`config.mk`:
```
export PLATFORM = sky130hd
export DESIGN_NAME = dtree_vote_filter
export DESIGN_NICKNAME = d
export VERILOG_FILES = /design/src/rtl/dtree_pkg.sv /design/src/rtl/dtree_vote_hist.sv /design/src/rtl/dtree_vote_filter.sv
export SDC_FILE = /design/constraint.sdc
export NUM_CORES = 1
export LEC_CHECK = 0
export CELL_PAD_IN_SITES_DETAIL_PLACEMENT = 0
export CELL_PAD_IN_SITES_GLOBAL_PLACEMENT = 1
export CORE_MARGIN = 3
export CORE_UTILIZATION = 28
export DETAILED_ROUTE_END_ITERATION = 8
export HOLD_SLACK_MARGIN = 0.12
export MAX_ROUTING_LAYER = met4
export PLACE_DENSITY = 0.55
export SLEW_MARGIN = 30
export SYNTH_ARGS = -nofsm -noshare
export SYNTH_HDL_FRONTEND = slang
export SYNTH_SLANG_ARGS = --single-unit
```
`constraint.sdc`:
```
create_clock -name clk -period 6.4 [get_ports clk]
set_clock_uncertainty 0.05 [all_clocks]
set_input_delay 1.28 -clock clk [delete_from_list [all_inputs] [get_ports clk]]
set_output_delay 1.28 -clock clk [all_outputs]
set_load 0.05 [all_outputs]
```
`src/rtl/dtree_pkg.sv`:
```
`default_nettype none
// ============================================================================
//  Module   : dtree_pkg
//  Brief    : Shared types and defaults for the decision-tree vote filter.
//  Revision : 1.0  initial release
// ============================================================================
package dtree_pkg;

    // Width of the class code produced by the upstream decision tree
    localparam int DEF_CLASS_W = 4;

    typedef logic [DEF_CLASS_W-1:0] class_t;

    // Control FSM of the vote filter
    typedef enum logic [1:0] {
        ST_IDLE = 2'd0,
        ST_SCAN = 2'd1,
        ST_DONE = 2'd2
    } state_t;

endpackage
`default_nettype wire

```
`src/rtl/dtree_vote_hist.sv`:
```
`default_nettype none
// ============================================================================
//  Module   : dtree_vote_hist
//  Brief    : Sliding-window histogram: circular buffer of the last WINDOW
//             class codes plus one occurrence counter per class, with a
//             single read port into the counter array.
//  Revision : 1.0  initial release
// ============================================================================
module dtree_vote_hist #(
    parameter int CLASS_W = 4,
    parameter int WINDOW  = 8,
    parameter int CNT_W   = $clog2(WINDOW + 1)
) (
    input  logic               clk,
    input  logic               rst,
    input  logic               i_clear,
    input  logic               i_push,
    input  logic [CLASS_W-1:0] i_class,
    input  logic [CLASS_W-1:0] i_rd_idx,
    output logic [CNT_W-1:0]   o_rd_cnt,
    output logic [CNT_W-1:0]   o_fill
);

    localparam int NUM_CLASSES = 2 ** CLASS_W;
    localparam int PTR_W       = (WINDOW > 1) ? $clog2(WINDOW) : 1;

    logic [CLASS_W-1:0] r_buf [WINDOW];
    logic [PTR_W-1:0]   r_wr_ptr;
    logic [CNT_W-1:0]   r_fill;
    logic [CNT_W-1:0]   r_cnt [NUM_CLASSES];

    logic               w_full;
    logic [CLASS_W-1:0] w_evict_cls;

    // Once the window is full the slot about to be overwritten holds the
    // oldest sample, which is the one leaving the vote.
    assign w_full      = (r_fill == CNT_W'(WINDOW));
    assign w_evict_cls = r_buf[r_wr_ptr];

    // Sample storage; contents past fill are never read, so no reset needed
    always_ff @(posedge clk) begin
        if (i_push) begin
            r_buf[r_wr_ptr] <= i_class;
        end
    end

    // Write pointer wraps at WINDOW-1; fill saturates at WINDOW
    always_ff @(posedge clk or posedge rst) begin
        if (rst) begin
            r_wr_ptr <= '0;
            r_fill   <= '0;
        end else if (i_clear) begin
            r_wr_ptr <= '0;
            r_fill   <= '0;
        end else if (i_push) begin
            r_wr_ptr <= (r_wr_ptr == PTR_W'(WINDOW - 1)) ? '0 : r_wr_ptr + 1'b1;
            if (!w_full) begin
                r_fill <= r_fill + 1'b1;
            end
        end
    end

    generate
        for (genvar k = 0; k < NUM_CLASSES; k++) begin : g_cnt
            logic w_inc;
            logic w_dec;

            assign w_inc = i_push && (i_class == CLASS_W'(k));
            assign w_dec = i_push && w_full && (w_evict_cls == CLASS_W'(k));

            // Per-class counter; an eviction of the same class as the new
            // sample cancels out and leaves the count unchanged
            always_ff @(posedge clk or posedge rst) begin
                if (rst) begin
                    r_cnt[k] <= '0;
                end else if (i_clear) begin
                    r_cnt[k] <= '0;
                end else if (w_inc && !w_dec) begin
                    r_cnt[k] <= r_cnt[k] + 1'b1;
                end else if (w_dec && !w_inc) begin
                    r_cnt[k] <= r_cnt[k] - 1'b1;
                end
            end
        end
    endgenerate

    assign o_rd_cnt = r_cnt[i_rd_idx];
    assign o_fill   = r_fill;

endmodule
`default_nettype wire

```
`src/rtl/dtree_vote_filter.sv`:
```
`default_nettype none
// ============================================================================
//  Module   : dtree_vote_filter
//  Brief    : Temporal majority-vote filter for the decision-tree classifier.
//             Accepts one class per handshake, scans the window histogram one
//             class per cycle and presents the majority class and its count.
//  Revision : 1.0  initial release
// ============================================================================
module dtree_vote_filter
    import dtree_pkg::*;
#(
    parameter  int CLASS_W = DEF_CLASS_W,
    parameter  int WINDOW  = 8,
    localparam int CNT_W   = $clog2(WINDOW + 1)
) (
    input  logic               clk,
    input  logic               rst,
    input  logic               clear,
    input  logic               in_valid,
    input  logic [CLASS_W-1:0] in_class,
    output logic               in_ready,
    output logic               out_valid,
    output logic [CLASS_W-1:0] out_class,
    output logic [CNT_W-1:0]   out_votes,
    input  logic               out_ready,
    output logic [CNT_W-1:0]   fill
);

    localparam int NUM_CLASSES = 2 ** CLASS_W;

    state_t             r_state;
    state_t             w_state_nxt;
    logic [CLASS_W-1:0] r_idx;
    logic [CLASS_W-1:0] r_best_cls;
    logic [CNT_W-1:0]   r_best_cnt;
    logic [CLASS_W-1:0] r_out_class;
    logic [CNT_W-1:0]   r_out_votes;

    logic               w_accept;
    logic               w_last;
    logic [CNT_W-1:0]   w_rd_cnt;
    logic               w_take;
    logic [CLASS_W-1:0] w_new_cls;
    logic [CNT_W-1:0]   w_new_cnt;

    // clear blocks acceptance so a flush never lets a sample slip in
    assign w_accept = (r_state == ST_IDLE) && in_valid && !clear;
    assign w_last   = (r_idx == CLASS_W'(NUM_CLASSES - 1));

    // Strict greater-than keeps the lowest index on ties
    assign w_take    = (w_rd_cnt > r_best_cnt);
    assign w_new_cls = w_take ? r_idx : r_best_cls;
    assign w_new_cnt = w_take ? w_rd_cnt : r_best_cnt;

    dtree_vote_hist #(
        .CLASS_W (CLASS_W),
        .WINDOW  (WINDOW),
        .CNT_W   (CNT_W)
    ) u_hist (
        .clk      (clk),
        .rst      (rst),
        .i_clear  (clear),
        .i_push   (w_accept),
        .i_class  (in_class),
        .i_rd_idx (r_idx),
        .o_rd_cnt (w_rd_cnt),
        .o_fill   (fill)
    );

    // FSM state register
    always_ff @(posedge clk or posedge rst) begin
        if (rst) begin
            r_state <= ST_IDLE;
        end else begin
            r_state <= w_state_nxt;
        end
    end

    // Next-state logic; clear overrides every transition
    always_comb begin
        w_state_nxt = r_state;
        unique case (r_state)
            ST_IDLE: if (w_accept)  w_state_nxt = ST_SCAN;
            ST_SCAN: if (w_last)    w_state_nxt = ST_DONE;
            ST_DONE: if (out_ready) w_state_nxt = ST_IDLE;
            default:                w_state_nxt = ST_IDLE;
        endcase
        if (clear) begin
            w_state_nxt = ST_IDLE;
        end
    end

    // Scan index, running best and the registered result
    always_ff @(posedge clk or posedge rst) begin
        if (rst) begin
            r_idx       <= '0;
            r_best_cls  <= '0;
            r_best_cnt  <= '0;
            r_out_class <= '0;
            r_out_votes <= '0;
        end else if (clear) begin
            r_idx      <= '0;
            r_best_cls <= '0;
            r_best_cnt <= '0;
        end else if (w_accept) begin
            r_idx      <= '0;
            r_best_cls <= '0;
            r_best_cnt <= '0;
        end else if (r_state == ST_SCAN) begin
            r_idx      <= r_idx + 1'b1;
            r_best_cls <= w_new_cls;
            r_best_cnt <= w_new_cnt;
            if (w_last) begin
                r_out_class <= w_new_cls;
                r_out_votes <= w_new_cnt;
            end
        end
    end

    assign in_ready  = (r_state == ST_IDLE) && !rst;
    assign out_valid = (r_state == ST_DONE);
    assign out_class = r_out_class;
    assign out_votes = r_out_votes;

endmodule
`default_nettype wire

```
==> results of run 1 <==
[flip-flops by register name (all words and copies together), names as in the netlist]
name             flops
r_best_cnt           4
u_hist.r_cnt        64
u_hist.r_wr_ptr      3
out_class            4
r_idx                4
u_hist.r_buf        32
out_votes            4
r_best_cls           4
u_hist.o_fill        4
r_state              2
[final timing paths]
path	from	to	cells past startpoint
max in group asynchronous	rst	u_hist.r_cnt[35]	3
min in group asynchronous	rst	u_hist.o_fill[0]	2
hold reg to reg	u_hist.r_cnt[11]	u_hist.r_cnt[11]	1
setup reg to reg	u_hist.r_wr_ptr[0]	u_hist.r_cnt[35]	11
hold / removal	u_hist.r_cnt[11]	u_hist.r_cnt[11]	1
setup / recovery	in_valid	u_hist.r_cnt[35]	12
[worst reg2reg max path, cell delays in order, from the launching register on]
cell	delay [ns]
dfrtp_1	0.88
mux4_2	0.65
mux2_4	0.34
nand4_1	0.32
a21oi_1	0.07
or2_2	0.32
ha_1	0.28
a21o_1	0.18
a21oi_1	0.24
nor3_1	0.09
a221oi_1	0.38
mux2_1	0.37
[per-layer routing]
metal | track usage [%] | up-vias
li1 | - | 2890
met1 | 19.3 | 2891
met2 | 21.2 | 65
met3 | 2.26 | 11
met4 | 3.50 | 0
met5 | - | -
[cell type report]
| type | count | area (um^2) | area share [%] |
|---|---|---|---|
| Multi-Input combinational cell | 577 | 4830 | 49.9 |
| Tap cell | 390 | 488 | 5.04 |
| Clock buffer | 18 | 439 | 4.54 |
| Clock inverter | 14 | 143 | 1.47 |
| Sequential cell | 125 | 3290 | 34.0 |
| Inverter | 59 | 224 | 2.32 |
| Timing Repair Buffer | 28 | 260 | 2.69 |
[layout by cell type, fill, tap and decap left out, types with 7 or more instances in the layout]
| cell type | n |
|---|---|
| a21o_1 | 25 |
| nand2b_1 | 39 |
| nor2_1 | 65 |
| mux4_2 | 24 |
| nand2_1 | 34 |
| a21oi_1 | 32 |
| clkdlybuf4s50_1 | 21 |
| nand3_1 | 18 |
| nor3_1 | 21 |
| a211oi_1 | 8 |
| inv_6 | 7 |
| mux2_2 | 8 |
| xor2_1 | 18 |
| dfrtp_1 | 93 |
| inv_1 | 58 |
| edfxtp_1 | 32 |
| fa_1 | 16 |
| clkbuf_16 | 17 |
| mux2_1 | 9 |
| ha_1 | 41 |
| nor3b_1 | 9 |
| mux2i_1 | 53 |
| nor2b_1 | 18 |
| o21ai_0 | 19 |
| and2_1 | 8 |
[per-stage QoR]
stage	std cells	setup slack (ns)	util [%]	hold WS, ns
finish	1211	1.67	32.5	0.423
global route	1211	1.44	32.5	0.460
CTS	1211	1.72	32.5	0.427
detailed placement	1179	1.30	30.5	0.419
global placement	1179	1.30	30.5	0.412
floorplan	792	2.19	-	0.391
[cells by family after synthesis]
kind of cell | count (synthesis)
and+or+nand+nor | 252
AOI/OAI and AO/OA | 144
DFF | 125
muxes | 99
buffers and inverters | 90
adders and majority gates | 57
xor gates and xnor gates | 25
[report_power, final]
group	total [uW]	switching, uW	internal (uW)
sequential	850	20.3	830
clock	974	414	560
combinational	197	126	71.6
==> results.txt, run 1 <==
----------------------------------------------------
[Floorplanning]
  Area enclosed by the die boundary ... 32500 um^2
  Standard-cell row count ... 63
  Horizontal die dimension ... 180 um
  Height of the die ... 180 um
  Starting utilization of the core area ... 28.5%
  Boundary pin count ... 23
  Area of the core ... 29800 um^2

[Synthesis]
  Cells taking the most area after synthesis ... dfrtp_1 (27%), edfxtp_1 (11%), mux4_2 (6.4%), mux2i_1 (6.2%), ha_1 (6.0%)
  Most frequently used cell type in the post-synthesis netlist ... dfrtp_1
  Commonest cells in the netlist ... dfrtp_1 (93), nor2_1 (65), inv_1 (59)
  Share of flip-flops with an asynchronous set or reset after synthesis ... 74.4%
  Xor-xnor portion of the synthesized cell area ... 2.84%
  Largest family of logic cells by synthesized area ... simple AND/OR/NAND/NOR gates
  Post-synth top flop ... dfrtp_1
  Distinct cells, synth ... 80
  Proportion of synthesized area in mux cells ... 15.8%
  Synth area leader ... dfrtp_1
  Nets in the synthesized netlist ... 858
  Cell area after technology mapping ... 8500 um^2
  Share of synthesized cell area in and, or, nand and nor gates ... 16.2%
  Adder-cell share of the synthesized area ... 9.81%
  Compound-gate portion of the synthesized area ... 12.2%
  Synthesis Warnings ... 0
  Number of instances in the synthesized netlist ... 792
  Count of flip-flops with a built-in enable after synthesis ... 32
  Number of synthesized register bits ... 125
  Fraction of the yosys area taken by sequential cells ... 38.7%
  Avg Cell Area, Syn ... 10.7 um^2
  Proportion of netlist area held by the largest area contributor ... 27.4%

[Timing]
  Final Setup Violations ... 0
  Slew HR ... 42.4%
  Slew at the pin with the worst max-slew slack ... 0.864 ns
  Final Hold Violating Endpoints ... 0
  Final min period ... 4.73 ns
  Share of the clock period used by the worst path ... 74.0%
  Highest achievable clock rate ... 0.211 GHz
  Accumulated negative setup slack ... 0 ns
  Unrepaired setup endpoints after global routing ... false
  Max-slew violation count ... 0

[Worst setup path]
  Crit Path Class ... in2reg
  Worst setup SP type ... input pin
  Kind of capture point of the worst setup path ... register
  Data arrival at the endpoint of the critical path ... 4.97 ns
  Delay of the slowest critical-path stage ... 0.56 ns
  Buffer and inverter count on the worst path ... 1
  Dominant delay contributor by cell family on the critical path ... simple AND/OR/NAND/NOR gates
  Reg2reg setup slack ... 2.12 ns
  Most used cell along the critical path ... a21oi_1
  Chain of cells forming the critical path ... clkdlybuf4s50_1, or3b_1, nor2_1, nand4_1, a21oi_1, or2_2, ha_1, a21o_1, a21oi_1, nor3_1, a221oi_1, mux2_1
  Standard cell with the maximum stage delay on the critical path ... clkdlybuf4s50_1
  Critical Path Fanout Max ... 9
  CP Data Required Time ... 6.64 ns

[Routing]
  Via count of the routed design ... 5857
  Post-detailed-route count of antenna-violating nets ... 0
  Met2 wire length ... 10100 um
  First-pass iteration count of the detailed router ... 4
  Total detailed-routing wirelength ... 21400 um
  Wire length per cell ... 17.7 um
  Wire length on met3 ... 718 um
  Met1 wire length ... 10400 um
  DRC errors left ... 0
  Detailed router's first-iteration violation count ... 323
  Uppermost routed layer ... met4
  Vias per std cell ... 4.84

[Finish]
  Area growth from synthesis to layout ... 13.9%
  Antenna diode count ... 0
  Number of filler instances in the final layout ... 3041
  Number of nets in the layout ... 874
  Final cell area excluding filler cells ... 9670 um^2
  Share of post-route cells with drive strength above 1 ... 13.2%

[Placed design]
  Placed inst area ... 9090 um^2
  Global placement routability congestion ... 0.788
  HPWL after DPL ... 15700 um
  IO Port Bufs ... 22

[Power]
  Peak supply drop ... 137 uV
  Standby leakage power ... 0.00409 uW
  PnR Total Power ... 2020 uW
  PD cells ... 209 nW/um^2

[Job]
  Max-cap check violation count ... 0

[CTS]
  Total of cells resized after clock tree synthesis ... 0
  Post-CTS Hold Fix Bufs ... 0
  Post-CTS setup buffer count ... 0
  Clk Latency, worst-skew pair ... 0.42 ns
  TritonCTS buffer count ... 17
  Clock Tree Buf Depth ... 2
  Root cell of the clock tree ... clkbuf_16
  Total number of H-tree levels ... 4
  Num Clock Sinks ... 125
  Clock slew at the register clock pins of the worst setup and hold paths ... 0.06 ns
  Clock tree from TritonCTS ... built

[Run status]
  Run status ... finished, final reports clean

[Min path]
  Worst min-delay path category ... reg2reg

[Global route]
  Maximum number of pins on one net before global-route repair ... 87
  Wire length of the first global-routing pass ... 34500 um
  Total global routing overflow ... 0
  GRT Overall Usage ... 13.9%
  Number of antenna violations at the first check in global routing ... 1
  Number of global-route vias before repair ... 5857

----------------------------------------------------
(Power assumes the default switching activity.)
==> inputs of run 2 (changes only) <==
==> constraint.sdc (replaced) <==
create_clock -name clk -period 4.7 [get_ports clk]
set_clock_uncertainty 0.05 [all_clocks]
set_input_delay 0.94 -clock clk [delete_from_list [all_inputs] [get_ports clk]]
set_output_delay 0.94 -clock clk [all_outputs]
set_load 0.05 [all_outputs]
==> results.txt, run 2 (synthesis results as in run 1) <==
----------------------------------------------------
[Timing]
  Max-slew violation count ... 0
  Share of the clock period used by the worst path ... 84.1%
  Slew HR ... 46.4%
  Accumulated negative setup slack ... 0 ns
  Final Hold Violating Endpoints ... 0
  Unrepaired setup endpoints after global routing ... false
  Slew at the pin with the worst max-slew slack ... 0.804 ns
  Final min period ... 3.95 ns
  Highest achievable clock rate ... 0.253 GHz
  Final Setup Violations ... 0

[Global route]
  GRT Overall Usage ... 14.4%
  Maximum number of pins on one net before global-route repair ... 73
  Number of global-route vias before repair ... 6161
  Total global routing overflow ... 0
  Wire length of the first global-routing pass ... 36000 um
  Number of antenna violations at the first check in global routing ... 2

[CTS]
  Clock Tree Buf Depth ... 2
  Clock slew at the register clock pins of the worst setup and hold paths ... 0.06 ns
  Num Clock Sinks ... 125
  Root cell of the clock tree ... clkbuf_16
  Total number of H-tree levels ... 4
  TritonCTS buffer count ... 17
  Clock tree from TritonCTS ... built
  Total of cells resized after clock tree synthesis ... 0
  Post-CTS setup buffer count ... 0
  Post-CTS Hold Fix Bufs ... 0
  Clk Latency, worst-skew pair ... 0.42 ns

[Power]
  Standby leakage power ... 0.00428 uW
  Internal power component ... 2160 uW
  Switching share of power ... 26.2%
  Peak supply drop ... 225 uV
  Clock group share of total power ... 50.5%
  Power spent charging and discharging nets ... 766 uW
  Sequential Power Share ... 39.6%
  Combinational Power Share ... 9.9%
  PD cells ... 293 nW/um^2

[Floorplanning]
  Starting utilization of the core area ... 28.5%
  Area of the core ... 29800 um^2
  Standard-cell row count ... 63
  Height of the die ... 180 um
  Area enclosed by the die boundary ... 32500 um^2
  Horizontal die dimension ... 180 um
  Boundary pin count ... 23

[Finish]
  Number of nets in the layout ... 904
  Sequential Area ... 3290 um^2
  Area growth from synthesis to layout ... 17.4%
  Commonest non-fill, non-tap cells in the layout ... dfrtp_1 (93), nor2_1 (65), inv_1 (58)
  Number of flip-flops in the largest register ... 64
  Number of filler instances in the final layout ... 3017
  Most common cell after layout, fill and taps aside ... dfrtp_1
  Multi-input gate area in the final layout ... 4830 um^2
  Most flop-heavy register ... u_hist.r_cnt
  Share of post-route cells with drive strength above 1 ... 16.1%
  Final core utilization ... 33.5%
  Registers with the most flip-flops ... u_hist.r_cnt x64, u_hist.r_buf x32

[Placed design]
  IO Port Bufs ... 22
  HPWL after DPL ... 16600 um
  Global placement routability congestion ... 0.814

[Worst setup path]
  Crit Path Class ... in2reg
  CP Data Required Time ... 4.96 ns
  Kind of capture point of the worst setup path ... register
  Data arrival at the endpoint of the critical path ... 4.21 ns
  Critical Path Fanout Max ... 12
  Worst setup SP type ... input pin

[Routing]
  Wire length per cell ... 17.8 um
  Vias per std cell ... 4.88
  Total detailed-routing wirelength ... 22100 um
  First-pass iteration count of the detailed router ... 5
  DRC errors left ... 0
  Via count of the routed design ... 6060
  Post-detailed-route count of antenna-violating nets ... 0
  Detailed router's first-iteration violation count ... 319

[Run status]
  Run status ... finished, final reports clean

[Job]
  Max-cap check violation count ... 0

[Min path]
  Worst min-delay path category ... reg2reg

----------------------------------------------------
-- run 2: final timing paths --
| check | start | cells past startpoint | slack [ns] | to |
|---|---|---|---|---|
| min in group asynchronous | rst | 2 | 1.00 | u_hist.r_cnt[21] |
| worst min register to register | u_hist.r_cnt[39] | 1 | 0.43 | u_hist.r_cnt[39] |
| worst max-delay path | in_class[0] | 13 | 0.75 | u_hist.r_cnt[47] |
| worst max register to register | u_hist.r_wr_ptr[2] | 11 | 0.75 | u_hist.r_cnt[35] |
| max in group asynchronous | rst | 3 | 2.73 | u_hist.r_cnt[6] |
| worst min-delay path | u_hist.r_cnt[39] | 1 | 0.43 | u_hist.r_cnt[39] |
-- run 2: through the flow --
stage	cell area, um^2	power, uW	cells	setup slack [ns]	hold WS (ns)
after floorplan	8500	1370	792	0.826	0.391
after global placement	9320	1470	1209	0.325	0.418
after detailed placement	9320	1470	1209	0.311	0.425
after CTS	9970	2950	1241	0.749	0.433
after global routing	9970	3040	1243	0.402	0.459
final	9970	2920	1243	0.747	0.431
-- run 2: power by group through the flow --
stage	registers, uW	logic [uW]	clock network, uW
after floorplan	1170	207	0
after detailed placement	1180	292	0
after global placement	1180	292	0
after global routing	1160	323	1560
after CTS	1160	293	1500
final	1160	289	1480
-- run 2: per-layer routing --
layer | vias up | share of wire (%) | track usage, %
met5 | - | 0 | -
met1 | 2971 | 48 | 19.5
met4 | 0 | 1.4 | 3.56
met2 | 115 | 47 | 22.4
li1 | 2950 | - | -
met3 | 24 | 3.6 | 2.70
-- run 2: layout make-up --
| cell class | instances | share of cell area (%) |
|---|---|---|
| repair buffers | 58 | 4.87 |
| clock buffers | 20 | 4.80 |
| well taps | 390 | 4.89 |
| multi-input cells | 577 | 48.4 |
| inverters | 59 | 2.25 |
| flip-flops and latches | 125 | 33.0 |
| diodes | 2 | 0.0502 |
| clock inverters | 12 | 1.73 |
-- run 2: critical path, cell delays in order --
cell             delay, ns
clkdlybuf4s50_1       0.60
nor4b_1               0.43
buf_4                 0.21
nand3_1               0.15
a31oi_1               0.18
a22o_1                0.20
inv_1                 0.08
ha_1                  0.28
a21o_1                0.17
a21oi_1               0.22
nor3_1                0.09
a221oi_2              0.32
mux2_4                0.32
